### config.mk
export PLATFORM = sky130hd
export DESIGN_NAME = ram_stream_master
export DESIGN_NICKNAME = d
export VERILOG_FILES = /design/src/rtl/ram_stream_master_pkg.sv /design/src/rtl/ram_stream_master.sv
export SDC_FILE = /design/constraint.sdc
export NUM_CORES = 1
export LEC_CHECK = 0
export BUFFER_PORTS_ARGS = -buffer_cell sky130_fd_sc_hd__buf_4
export CELL_PAD_IN_SITES_DETAIL_PLACEMENT = 1
export CELL_PAD_IN_SITES_GLOBAL_PLACEMENT = 2
export CORE_MARGIN = 2
export CORE_UTILIZATION = 27
export CTS_CLUSTER_DIAMETER = 60
export CTS_CLUSTER_SIZE = 12
export DETAILED_ROUTE_END_ITERATION = 12
export MAX_ROUTING_LAYER = met4
export PLACE_DENSITY_LB_ADDON = 0.1
export SLEW_MARGIN = 10
export SYNTH_ARGS = -nofsm -noshare
export SYNTH_HDL_FRONTEND = slang
export SYNTH_SLANG_ARGS = --single-unit
export TNS_END_PERCENT = 100
### constraint.sdc
create_clock -name clk -period 1.8 [get_ports clk]
set_input_delay 0.09 -clock clk [delete_from_list [all_inputs] [get_ports clk]]
set_output_delay 0.09 -clock clk [all_outputs]
set_load 0.01 [all_outputs]
### src/rtl/ram_stream_master_pkg.sv
// Shared types and constants for the RAM stream master: FSM states, default widths
// and the active-low RAM pin encodings.
package ram_stream_master_pkg;

    localparam int unsigned DEF_DATA_WIDTH = 8;
    localparam int unsigned DEF_ADDR_WIDTH = 16;

    localparam logic SEL_ACTIVE = 1'b0;
    localparam logic SEL_IDLE   = 1'b1;
    localparam logic WE_WRITE   = 1'b0;
    localparam logic WE_READ    = 1'b1;

    typedef enum logic [2:0] {
        IDLE,
        WR,
        RD_ISSUE,
        RD_CAPTURE,
        RD_HOLD
    } state_e;

endpackage

### src/rtl/ram_stream_master.sv
// Moves a contiguous byte block between the synchronous RAM and a valid/ready stream.
// All RAM pins and handshake outputs come straight from registers.
module ram_stream_master
    import ram_stream_master_pkg::*;
#(
    parameter int unsigned DATA_WIDTH = DEF_DATA_WIDTH,
    parameter int unsigned ADDR_WIDTH = DEF_ADDR_WIDTH
) (
    input  logic                  clk,
    input  logic                  rst,
    input  logic                  cmd_start,
    input  logic                  cmd_write,
    input  logic [ADDR_WIDTH-1:0] cmd_addr,
    input  logic [ADDR_WIDTH:0]   cmd_len,
    input  logic                  abort,
    output logic                  busy,
    output logic                  done,
    input  logic [DATA_WIDTH-1:0] in_data,
    input  logic                  in_valid,
    output logic                  in_ready,
    output logic [DATA_WIDTH-1:0] out_data,
    output logic                  out_valid,
    input  logic                  out_ready,
    output logic [ADDR_WIDTH-1:0] ram_addr,
    output logic [DATA_WIDTH-1:0] ram_wdata,
    output logic                  ram_cs_n,
    output logic                  ram_we_n,
    input  logic [DATA_WIDTH-1:0] ram_rdata
);

    localparam int unsigned LEN_W = ADDR_WIDTH + 1;

    state_e                state_q, state_d;
    logic [ADDR_WIDTH-1:0] addr_q, addr_d;
    logic [LEN_W-1:0]      rem_q, rem_d;
    logic                  busy_q, busy_d;
    logic                  done_q, done_d;
    logic                  in_ready_q, in_ready_d;
    logic                  out_valid_q, out_valid_d;
    logic [DATA_WIDTH-1:0] out_data_q, out_data_d;
    logic [ADDR_WIDTH-1:0] ram_addr_q, ram_addr_d;
    logic [DATA_WIDTH-1:0] ram_wdata_q, ram_wdata_d;
    logic                  ram_cs_n_q, ram_cs_n_d;
    logic                  ram_we_n_q, ram_we_n_d;

    logic wr_hs;
    logic rd_hs;
    logic finish;

    assign wr_hs = in_valid & in_ready_q;
    assign rd_hs = out_valid_q & out_ready;

    // Next-state logic; the RAM pins default to idle so an access lasts exactly one cycle.
    always_comb begin
        state_d     = state_q;
        addr_d      = addr_q;
        rem_d       = rem_q;
        busy_d      = busy_q;
        done_d      = 1'b0;
        in_ready_d  = 1'b0;
        out_valid_d = out_valid_q;
        out_data_d  = out_data_q;
        ram_addr_d  = ram_addr_q;
        ram_wdata_d = ram_wdata_q;
        ram_cs_n_d  = SEL_IDLE;
        ram_we_n_d  = WE_READ;
        finish      = 1'b0;

        unique case (state_q)
            IDLE: begin
                if (cmd_start) begin
                    addr_d = cmd_addr;
                    rem_d  = cmd_len;
                    if (cmd_len == '0) begin
                        done_d = 1'b1;
                    end else begin
                        busy_d = 1'b1;
                        if (cmd_write) begin
                            state_d    = WR;
                            in_ready_d = 1'b1;
                        end else begin
                            state_d = RD_ISSUE;
                        end
                    end
                end
            end

            WR: begin
                if (abort) begin
                    finish = 1'b1;
                end else begin
                    in_ready_d = 1'b1;
                    if (wr_hs) begin
                        ram_cs_n_d  = SEL_ACTIVE;
                        ram_we_n_d  = WE_WRITE;
                        ram_addr_d  = addr_q;
                        ram_wdata_d = in_data;
                        addr_d      = addr_q + ADDR_WIDTH'(1);
                        rem_d       = rem_q - LEN_W'(1);
                        if (rem_q == LEN_W'(1)) begin
                            finish = 1'b1;
                        end
                    end
                end
            end

            RD_ISSUE: begin
                if (abort) begin
                    finish = 1'b1;
                end else begin
                    ram_cs_n_d = SEL_ACTIVE;
                    ram_addr_d = addr_q;
                    state_d    = RD_CAPTURE;
                end
            end

            // The select cycle is on the pins now; ram_rdata is valid at the closing edge.
            RD_CAPTURE: begin
                if (abort) begin
                    finish = 1'b1;
                end else begin
                    out_data_d  = ram_rdata;
                    out_valid_d = 1'b1;
                    addr_d      = addr_q + ADDR_WIDTH'(1);
                    rem_d       = rem_q - LEN_W'(1);
                    state_d     = RD_HOLD;
                end
            end

            RD_HOLD: begin
                if (abort) begin
                    finish = 1'b1;
                end else if (rd_hs) begin
                    out_valid_d = 1'b0;
                    if (rem_q == '0) begin
                        finish = 1'b1;
                    end else begin
                        state_d = RD_ISSUE;
                    end
                end
            end

            default: begin
                state_d = IDLE;
                busy_d  = 1'b0;
            end
        endcase

        if (finish) begin
            state_d     = IDLE;
            busy_d      = 1'b0;
            done_d      = 1'b1;
            in_ready_d  = 1'b0;
            out_valid_d = 1'b0;
        end
    end

    always_ff @(posedge clk) begin
        if (rst) begin
            state_q     <= IDLE;
            addr_q      <= '0;
            rem_q       <= '0;
            busy_q      <= 1'b0;
            done_q      <= 1'b0;
            in_ready_q  <= 1'b0;
            out_valid_q <= 1'b0;
            out_data_q  <= '0;
            ram_addr_q  <= '0;
            ram_wdata_q <= '0;
            ram_cs_n_q  <= SEL_IDLE;
            ram_we_n_q  <= WE_READ;
        end else begin
            state_q     <= state_d;
            addr_q      <= addr_d;
            rem_q       <= rem_d;
            busy_q      <= busy_d;
            done_q      <= done_d;
            in_ready_q  <= in_ready_d;
            out_valid_q <= out_valid_d;
            out_data_q  <= out_data_d;
            ram_addr_q  <= ram_addr_d;
            ram_wdata_q <= ram_wdata_d;
            ram_cs_n_q  <= ram_cs_n_d;
            ram_we_n_q  <= ram_we_n_d;
        end
    end

    assign busy      = busy_q;
    assign done      = done_q;
    assign in_ready  = in_ready_q;
    assign out_valid = out_valid_q;
    assign out_data  = out_data_q;
    assign ram_addr  = ram_addr_q;
    assign ram_wdata = ram_wdata_q;
    assign ram_cs_n  = ram_cs_n_q;
    assign ram_we_n  = ram_we_n_q;

endmodule

==> out/results.ini <==
[outcome]
status = complete, but fails checks
violations = setup timing

[timing]
rsz0062_at_grt = yes
finalClockSkew_ps = 10.93
fin_ws_ps = -96.16
tightest_slew_ps = 421.8
fmax_mhz = 527.4
relSlewSlack_pct = 71.51
period_needed_ps = 1896
setup_violations = 8
slew_violations = 0
finalHoldViolCount = 0
post-route-period-util_pct = 105.3

[synth]
synth_area_leaders = dfxtp_1 40%, mux2i_1 7.1%, nor2_1 6.2%
yosysWarnings = 0
synthCells = 458
synth_compound_area_share_pct = 21.98
syn-num-nets = 518
synth_top_family_by_area = simple AND/OR/NAND/NOR gates
synth.ff_latch_count = 74
yosysTopAreaCellShare_pct = 40.22
synth_fa_ha_area_share_pct = 1.359
ys.flop_type = dfxtp_1
synth_top_cell_by_area = dfxtp_1
syn-cell-area_sq_mm = 0.003684
async_flop_share_pct = 0
yosys.area_share.simple_pct = 24.93
ys_types = 50
yosysSeqAreaShare_pct = 40.22
synth_edf_count = 0
synthMuxAreaShare_pct = 7.065
synth_xor_area_share_pct = 0
postSynthAreaPerCell_sq_um = 8.043

[cells_and_area]
num_antenna_cells = 0
area_growth_pct = 58.53
drive_gt1_share_pct = 36.55
fin_util_pct = 43.92
layout.nets = 687
fin_cells = 808

[pwr]
power.leakage_nw = 2.465
pwr-share-clk_pct = 21.3
internal_power_mw = 5.349
finalPower_mw = 8.849
power_frac_comb_pct = 53.4
switching_share_pct = 39.56
seqPwrFrac_pct = 25.3
max-vdd-ir-drop_mv = 0.6983
p_switching_mw = 3.501
power_density_mw_per_mm2 = 1515

[cts]
clock_latency_ps = 350
htree_num_levels = 3
cts_made_buffers = 9
root_buffer = clkbuf_16
cts_max_path_buffers = 2
clock-sinks = 74
clkTransAtPathRegs_ps = 60
cts_tree = built

[setup_path]
crit_required_ps = 2030
path_class = reg -> reg
cp-end-kind = flip-flop
critPathMaxFanout = 4
worstPathArrival_ps = 2130
regToRegSetupSlack_ps = -100
critPathLaunchType = flip-flop
r2r_cells = 5
r2r-start = rem_q[5]
r2r_end = rem_q[11]

[global_route]
grt_max_degree = 42
antenna_found_initial = 0
first_global_vias = 4180
grt_usage_pct = 19.22
grt_first_pass_wirelength_mm = 21.49
grt_overflow = 0

[routing]
drt_iter0_drc = 139
via_per_inst = 5.056
wl_per_cell_um = 17.12
drtAntennaViolNets = 0
firstDrtPassIters = 4
vias = 4085
wl_mm = 13.83
drc = 0

[place]
pre_cts_ws_ps = -184.7
post-place-cells = 765
dpl.hpwl_mm = 9.427
finalWeightedCongestion = 0.8226
io_buffers = 93

[floorplan]
core_sq_mm = 0.01330
start_util_pct = 27.71
die_w_um = 120.8
io_pins = 94
die-area_sq_mm = 0.01459
rows = 42
die_h_um = 120.8

[worst_hold_path]
hold_depth = 3
hp-start = cmd_write
holdPathEnd = in_ready
hold_path_class = in -> reg

[flow_run]
maxCapViolations = 0

-- what timing repair did --
action,CTS,global route
buffers inserted,3,6
gates resized for setup,18,32
hold buffers,16,0
setup endpoints to repair,16,35
cloned,0,2
endpoints found under the hold margin,16,0
pin swaps,9,13
-- cell type report --
type | count | area (sq um)
Tap cell | 176 | 220.2
Sequential cell | 74 | 1493
Fill cell | 1549 | 7456
Multi-Input combinational cell | 344 | 2237
Timing Repair Buffer | 190 | 1556
Clock buffer | 11 | 242.7
Clock inverter | 5 | 60.06
Inverter | 8 | 30.03
-- registers in the layout (all words and copies together), names as in the netlist --
signal and count:
rem_q 17, addr_q 16, ram_addr 16, out_data 8, ram_wdata 8, state_q 3, busy 1, done 1
in_ready 1, out_valid 1, ram_cs_n 1, ram_we_n 1
-- routing by layer --
metal / part of all wire (%) / global-route usage [%] / vias to the layer above / wire, um
met3: 2.8 / 2.925 / 18 / 383
met2: 46 / 30.47 / 72 / 6341
met1: 50 / 24.80 / 1971 / 6876
met5: 0 / - / - / 0
met4: 1.6 / 7.122 / 0 / 228
li1: - / - / 2024 / -
-- how the worst max path moves through the flow --
stage,startpoint,endpoint,slack [ps],cells past startpoint
6_report,rem_q[5],rem_q[11],-100,5
5_1_grt,rem_q[0],rem_q[10],-140,6
4_1_cts,rem_q[4],rem_q[11],-110,5
3_5_place_dp,rem_q[7],rem_q[10],-180,5
3_3_place_gp,rem_q[7],rem_q[10],-140,5
2_1_floorplan,rem_q[5],rem_q[11],-140,6
-- power groups by stage --
| stage | Combinational (mW) | Sequential (mW) | Clock [mW] |
|---|---|---|---|
| 2_1_floorplan | 2.12 | 2.30 | 0 |
| 3_3_place_gp | 3.93 | 2.24 | 0 |
| 3_5_place_dp | 4.01 | 2.26 | 0 |
| 4_1_cts | 4.35 | 2.23 | 1.93 |
| 5_1_grt | 5.15 | 2.29 | 1.99 |
| 6_report | 4.73 | 2.24 | 1.88 |
-- through the flow --
| stage | cell area (sq um) | hold WS, ps | TNS (ps) |
|---|---|---|---|
| after global placement | 5054 | 325.1 | -910.7 |
| final | 5839 | 18.35 | -474.1 |
| after detailed placement | 5054 | 336.7 | -1490 |
| after floorplan | 3691 | 226.0 | -422.2 |
| after global routing | 5839 | 58.95 | -1190 |
| after CTS | 5643 | 10.55 | -512.5 |
-- synth_stat cells (2+ instances only) --
master	instances
buf_4	2
nand4b_1	2
or3_1	2
buf_2	4
nor2_1	61
nand2_1	42
a211oi_1	11
dfxtp_1	74
a41oi_1	2
a21o_1	6
a22o_1	3
clkbuf_1	25
nand3_1	18
mux2i_1	26
a221oi_1	2
nand4_1	5
nor3b_1	5
o21ai_0	33
a31oi_1	6
nor4_1	13
o31ai_1	3
nor3_1	17
o22ai_1	2
a2bb2oi_1	4
a21oi_1	34
or4_1	7
ha_1	4
and3_1	5
and4_1	2
a32o_1	5
a22oi_1	6
nand2b_1	2
inv_1	8
-- logic make-up (layout without fill, tap and decap cells) --
| kind of cell | after synthesis | count (layout) |
|---|---|---|
| AOI/OAI and AO/OA | 126 | 126 |
| and+or+nand+nor | 188 | 188 |
| adders and majority gates | 4 | 4 |
| buffers and inverters | 40 | 214 |
| muxes | 26 | 26 |
| DFF | 74 | 74 |
-- worst max-delay path: stages (launching register included) --
cell	delay, ps
dfxtp_2	310
or4_4	560
or4_4	540
nor2_2	100
o21ai_1	60
a32o_1	210
-- cells in the final DEF (no fill, tap or decap), types with 3 or more instances in the layout --
cell type      count
or4_1              3
and3_1             5
nor3_1            15
nor2_1            60
a21o_1             5
inv_1              6
nor4_1             9
nor3b_1            5
nand3_1           18
nor4_4             3
dlygate4sd3_1     16
nand2_1           42
nand4_1            5
a21oi_1           31
a22o_1             3
mux2i_1           24
clkbuf_16         10
a211oi_1          11
a2bb2oi_1          4
buf_4            160
a22oi_1            6
dfxtp_2            6
dfxtp_1           67
a31oi_1            5
buf_6              8
o21ai_0           31
a32o_1             5
buf_12             3
or4_4              5
No activity file was read; power rests on OpenSTA's default activity.
